**src/rtl/vram_arbiter.sv**
```systemverilog
// vram_arbiter: shares one single-port video RAM between the scanout fetch
// port and the CPU bus. Video fetches always win the slot and return data a
// fixed two cycles later. CPU accesses use the slots video leaves idle and
// complete with a one-cycle ready pulse. A two-stage owner tag follows every
// slot so that returning RAM data reaches the port that asked for it.
module vram_arbiter #(
    parameter int AW = 17,
    parameter int DW = 8
) (
    input  logic          clock,
    input  logic          reset_n,
    input  logic          vreq,
    input  logic [AW-1:0] vaddr,
    output logic [DW-1:0] vdata,
    input  logic          cpu_req,
    input  logic          cpu_we,
    input  logic [AW-1:0] cpu_addr,
    input  logic [DW-1:0] cpu_wdata,
    output logic          cpu_ready,
    output logic [DW-1:0] cpu_rdata,
    output logic [AW-1:0] mem_addr,
    output logic          mem_we,
    output logic [DW-1:0] mem_wdata,
    input  logic [DW-1:0] mem_rdata
);

    typedef enum logic [1:0] { C_IDLE, C_WR, C_RD1, C_RD2 } cpu_state_t;

    // Owner of a RAM slot while it travels through the read pipeline.
    typedef enum logic [1:0] { TAG_NONE, TAG_V, TAG_C } tag_t;

    cpu_state_t    r_state;
    cpu_state_t    w_state_next;
    tag_t          r_tag1;        // slot issued on the last edge
    tag_t          r_tag2;        // slot whose data is on mem_rdata now
    tag_t          w_tag_issue;
    logic          w_cpu_slot;
    logic          w_ready_next;
    logic          r_cpu_ready;
    logic [DW-1:0] r_cpu_rdata;
    logic [DW-1:0] r_vdata;
    logic [AW-1:0] r_mem_addr;
    logic          r_mem_we;
    logic [DW-1:0] r_mem_wdata;

    // The CPU gets the slot only when video is quiet, no CPU access is in
    // flight, and the previous completion pulse is not showing: during that
    // cycle the CPU still holds the old request, which must not run twice.
    assign w_cpu_slot = !vreq && cpu_req && (r_state == C_IDLE) && !r_cpu_ready;

    // Next state, completion pulse and slot tag for the current cycle.
    always_comb begin
        // NOTE: every output of this block gets a default before any branch,
        // so no path leaves a value unassigned and no latch is inferred.
        w_state_next = r_state;
        w_ready_next = 1'b0;
        w_tag_issue  = TAG_NONE;

        if (vreq) begin
            w_tag_issue = TAG_V;
        end else if (w_cpu_slot && !cpu_we) begin
            w_tag_issue = TAG_C;
        end

        case (r_state)
            C_IDLE: begin
                if (w_cpu_slot) begin
                    w_state_next = cpu_we ? C_WR : C_RD1;
                    // A write completes in the cycle right after its slot.
                    w_ready_next = cpu_we;
                end
            end
            C_WR:    w_state_next = C_IDLE;
            C_RD1:   w_state_next = C_RD2;
            C_RD2: begin
                w_state_next = C_IDLE;
                w_ready_next = 1'b1;
            end
            default: w_state_next = C_IDLE;
        endcase
    end

    // CPU FSM state and the registered completion pulse.
    always_ff @(posedge clock or negedge reset_n) begin
        // NOTE: sequential state uses non-blocking assignments so every
        // register samples the values from before this edge.
        if (!reset_n) begin
            r_state     <= C_IDLE;
            r_cpu_ready <= 1'b0;
        end else begin
            r_state     <= w_state_next;
            r_cpu_ready <= w_ready_next;
        end
    end

    // RAM slot issue: video first, then a CPU access, else an idle slot
    // that keeps the address and never writes.
    always_ff @(posedge clock or negedge reset_n) begin
        if (!reset_n) begin
            r_mem_addr  <= '0;
            r_mem_we    <= 1'b0;
            r_mem_wdata <= '0;
        end else if (vreq) begin
            r_mem_addr  <= vaddr;
            r_mem_we    <= 1'b0;
        end else if (w_cpu_slot) begin
            r_mem_addr  <= cpu_addr;
            r_mem_we    <= cpu_we;
            r_mem_wdata <= cpu_wdata;
        end else begin
            r_mem_we    <= 1'b0;
        end
    end

    // Tag pipeline and return-data routing by slot owner.
    always_ff @(posedge clock or negedge reset_n) begin
        if (!reset_n) begin
            r_tag1      <= TAG_NONE;
            r_tag2      <= TAG_NONE;
            r_vdata     <= '0;
            r_cpu_rdata <= '0;
        end else begin
            r_tag1 <= w_tag_issue;
            r_tag2 <= r_tag1;
            if (r_tag2 == TAG_V) begin
                r_vdata <= mem_rdata;
            end
            if (r_tag2 == TAG_C) begin
                r_cpu_rdata <= mem_rdata;
            end
        end
    end

    assign vdata     = r_vdata;
    assign cpu_ready = r_cpu_ready;
    assign cpu_rdata = r_cpu_rdata;
    assign mem_addr  = r_mem_addr;
    assign mem_we    = r_mem_we;
    assign mem_wdata = r_mem_wdata;

endmodule

```
**config.mk**
```make
export PLATFORM = sky130hd
export DESIGN_NAME = vram_arbiter
export DESIGN_NICKNAME = d
export VERILOG_FILES = /design/src/rtl/vram_arbiter.sv
export SDC_FILE = /design/constraint.sdc
export NUM_CORES = 1
export LEC_CHECK = 0
export ABC_CLOCK_PERIOD_IN_PS = 1400
export BUFFER_PORTS_ARGS = -buffer_cell sky130_fd_sc_hd__buf_4
export CORE_ASPECT_RATIO = 1.75
export CORE_MARGIN = 5
export CORE_UTILIZATION = 41
export CTS_BUF_LIST = sky130_fd_sc_hd__clkbuf_16
export DETAILED_ROUTE_END_ITERATION = 6
export GPL_TIMING_DRIVEN = 0
export HOLD_SLACK_MARGIN = 0.06
export MAX_ROUTING_LAYER = met4
export PLACE_DENSITY_LB_ADDON = 0.25
export SLEW_MARGIN = 20
export SYNTH_ARGS = -nofsm -noshare
export SYNTH_HDL_FRONTEND = slang
export SYNTH_SLANG_ARGS = --single-unit
```
**constraint.sdc**
```tcl
create_clock -name clock -period 1.4 [get_ports clock]
set_input_delay 0.21 -clock clock [delete_from_list [all_inputs] [get_ports clock]]
set_output_delay 0.21 -clock clock [all_outputs]
set_load 0.03 [all_outputs]
```
### Yosys cells after proc, flatten, opt, wreduce, memory -nomap -nowiden

Index checks and enable logic that the tools add are counted.

* input bits: 55
* register bits: 49
* output and inout port bits: 43
* logic and storage cells: 37

* reduce and logical (&&, ||, !) cells: 11
* bitwise gates (word level): 1
* equal/unequal tests: 6
* muxes and demuxes: 10

Operators with widths (count)
* $mux W17: 2
* $mux W2: 4
* $eq A2 B2 Y1 const B: 3
* $pmux W2 S3: 1
* $eq A2 B1 Y1 const B: 2
* $logic_and A1 B1 Y1: 4
* $logic_not A1 Y1: 3
* $logic_not A2 Y1: 1
* $mux W1: 2
* $ne A2 B2 Y1 const B: 1
* $pmux W1 S2: 1
* $reduce_and A2 Y1: 1
* $reduce_bool A2 Y1: 1
* $reduce_or A2 Y1: 1
* $not A1 Y1: 1

### Logic depth before layout (Yosys ltp)

* depth after elaboration: 7
* mapped depth: 7
* gate-level depth less buffers: 5

### Worst setup path before layout

Ideal clock, no wire load.

* path type: reg-to-reg
* start: reg r_state[0]
* end: reg r_state[0]
* stages on the path, launching flop included: 7
* library setup time: 0.130 ns
* setup slack: -0.044 ns
* path buffers: 1
* clock period less this slack: 1.444 ns
* data required time: 1.270 ns
* arrival: 1.313 ns
* cells stage by stage: dfrtp_1 > inv_1 > ha_1 > nand4bb_4 > buf_6 > a221oi_1 > a21oi_1

* cells in the longest elaborated chain, start to end: 4
* elaborated cells on any way between the ends: 9
* those cells by class: eq/ne: 4; mux: 1; reduce/logical: 4

RTL lines
* from (decl): line 32 `cpu_state_t r_state;`
* from (signal assigned): line 91 `r_state <= w_state_next;`
* branches (longest 4 deep; another with $pmux W2 S3)

Several ways; the timed one is not identified.
A chain may end at the register's enable or synchronous reset.

### Worst setup path after layout

* start: reg r_state[1]
* end: reg r_state[0]

The elaborated chain is that of the path after synthesis.

==> reports/results.ini <==
[sta]
skew_ns = 0.00300
fin_crit_ns = 1.45
tightest_slew_ns = 0.629
maxSlewHeadroom_pct = 58.1
setup_tns_ns = -0.0475
setup_violations = 1
slew_viol_final = 0
post-route-period-util_pct = 103
rsz0062_at_grt = true
worst_slack_ns = -0.0475
final_hold_viol_count = 0
fmax_ghz = 0.691

[grt]
antenna_found_initial = 0
grtUsageTotal_pct = 16.0
grt_pass1_wl_um = 8190
grt_pass1_vias = 1707
grt_max_degree = 50
overflow = 0

[yosys]
syn-instance-count = 171
synth_cell_types = 20
synth_area_leaders = dfrtp_1, mux2_2, mux2i_1
ys_ff_latch = 49
ys_warn_count = 0
synth_area_um2 = 2060
synth_top_cell_area_share_pct = 59.6
synth_nets = 230
yosysTopAreaCell = dfrtp_1
yosysSeqAreaShare_pct = 59.6
avgSynthCellArea_um2 = 12.0

[routing]
routed_via_density = 4.82
drt-total-wl_um = 4970
drtIter0Drc = 17
drc = 0
drt-pass1-iter-count = 4
vias = 1620
antenna_left = 0
wl_per_cell_um = 14.8

[placed_design]
dp_hpwl_um = 3800
pre_cts_ws_ns = -0.120
gp_congestion = 0.759
io_buffers = 97
placedInstanceArea_um2 = 2860

[layout]
post-route-cell-area_um2 = 3120
diodes = 0
final_nets = 340
areaGrowthSynthToFinish_pct = 51.7
nFillCells = 405
final_common_cell = buf_4
drive_gt1_share_pct = 49.3
final_cell_mix = buf_4, dfrtp_1, nand2_1, mux2_2, mux2i_1

[clock_tree]
clock_latency_ns = 0.28
cts.htree.levels = 2
cts.sinks = 49
cts_buffers = 5
cts_tree = done
cts_root_buf = clkbuf_16
clock_path_buffers = 2
clkTransAtPathRegs_ns = 0.06

[setup_path]
r2r_cells = 6
crit_arrival_ns = 1.61
critPathKind = flop to flop
path_max_fanout = 10
required_ns = 1.56
r2r_end = r_state[0]$_DFFE_PN0P_
r2r_slack_ns = -0.05
r2r-start = r_state[1]$_DFFE_PN0P_
startpoint_type = flop
end_kind = flop

[hold_path]
hold_path_end = r_tag1[1]$_DFF_PN0_
hp-start = cpu_we
hp-class = input pin to flop
min_path_cells = 2

[floorplan]
core-area_um2 = 4930
die-area_um2 = 6590
io_pins = 98
die_h_um = 104
start_util_pct = 41.7
row_count = 34
die-width_um = 63.5

[pwr]
power_w = 0.00574
cellPowerDensity_nw_per_um2 = 1840
irDropWorstVdd_v = 0.00123
power_leakage_nw = 1.66

[flow_run]
drv_cap = 0

[run_status]
status = complete, but fails checks
failed_checks = setup timing

-- repair_timing --
item                       CTS  global route
hold buffers                 2             0
buffers inserted             3             1
pin swaps                    0             2
gates resized for setup      4            12
hold endpoints to repair    50             0
setup endpoints to repair   27            26
-- critical path: stages, from the launching register on --
cell       delay [ns]
dfrtp_1          0.41
inv_2            0.09
ha_4             0.16
nand4bb_4        0.15
buf_12           0.18
a221oi_1         0.26
a21oi_1          0.07
-- worst max path at each step --
stage / startpoint / end / slack [ns] / cells past startpoint
2_1_floorplan: r_state[0]$_DFFE_PN0P_ / r_state[0]$_DFFE_PN0P_ / 0.01 / 6
3_3_place_gp: r_state[0]$_DFFE_PN0P_ / mem_addr[11]$_DFFE_PN0P_ / -0.09 / 6
3_5_place_dp: r_state[0]$_DFFE_PN0P_ / mem_addr[11]$_DFFE_PN0P_ / -0.12 / 6
4_1_cts: r_state[1]$_DFFE_PN0P_ / r_state[0]$_DFFE_PN0P_ / -0.02 / 6
5_1_grt: r_state[1]$_DFFE_PN0P_ / mem_addr[11]$_DFFE_PN0P_ / -0.11 / 6
6_report: r_state[1]$_DFFE_PN0P_ / r_state[0]$_DFFE_PN0P_ / -0.05 / 6
-- metrics by stage --
stage	hold WS (ns)	cells	utilization, %
after floorplan	-0.0856	171	-
after global placement	0.270	322	58.0
after detailed placement	0.278	322	58.0
after CTS	0.105	335	62.4
after global routing	0.108	336	63.2
final	0.112	336	63.2
-- report_power, final --
group          internal [W]  switching (W)
logic               0.00109        0.00133
registers           0.00180       0.000210
clock network      0.000829       0.000478
-- routing by layer --
| metal | part of all wire (%) | vias to the layer above | track usage, % |
|---|---|---|---|
| met4 | 1.4 | 0 | 5.20 |
| met5 | 0 | - | - |
| met2 | 54 | 68 | 28.1 |
| met1 | 37 | 758 | 16.9 |
| li1 | - | 788 | - |
| met3 | 6.9 | 6 | 4.23 |
-- synthesized netlist by cell type --
cell type	count
nand2b_1	2
o21ai_0	16
buf_6	3
and2_4	1
nand2_1	41
ha_1	4
buf_2	3
nor2_1	3
mux2i_1	17
a21oi_1	3
inv_1	3
nand4bb_4	1
o21ai_1	1
clkbuf_1	3
buf_4	1
a221oi_1	2
and4bb_1	1
nor2b_1	1
mux2_2	16
dfrtp_1	49
-- final cells by class --
class	instances	area (um^2)	area share, %
flip-flops and latches	49	1230	39.3
multi-input cells	109	778	25.0
repair buffers	103	778	25.0
clock buffers	5	125	4.01
plain buffers	10	93.8	3.01
well taps	54	67.6	2.17
clock inverters	3	37.5	1.20
inverters	3	11.3	0.361
-- sequential cells by signal (all words and copies together), names as in the netlist --
| signal | flops |
|---|---|
| vdata | 8 |
| r_tag2 | 2 |
| mem_addr | 17 |
| cpu_ready | 1 |
| cpu_rdata | 8 |
| mem_wdata | 8 |
| r_tag1 | 2 |
| mem_we | 1 |
| r_state | 2 |
-- logic make-up (layout without fill, tap and decap cells) --
group / count (synthesis) / in the layout / share of synthesized area, %
AOI/OAI and AO/OA: 22 / 22 / 5.72
DFF: 49 / 49 / 59.6
buffers and inverters: 13 / 124 / 3.83
and+or+nand+nor: 50 / 50 / 11.3
adders and majority gates: 4 / 4 / 2.43
muxes: 33 / 33 / 17.0
No activity file was read; power rests on OpenSTA's default activity.
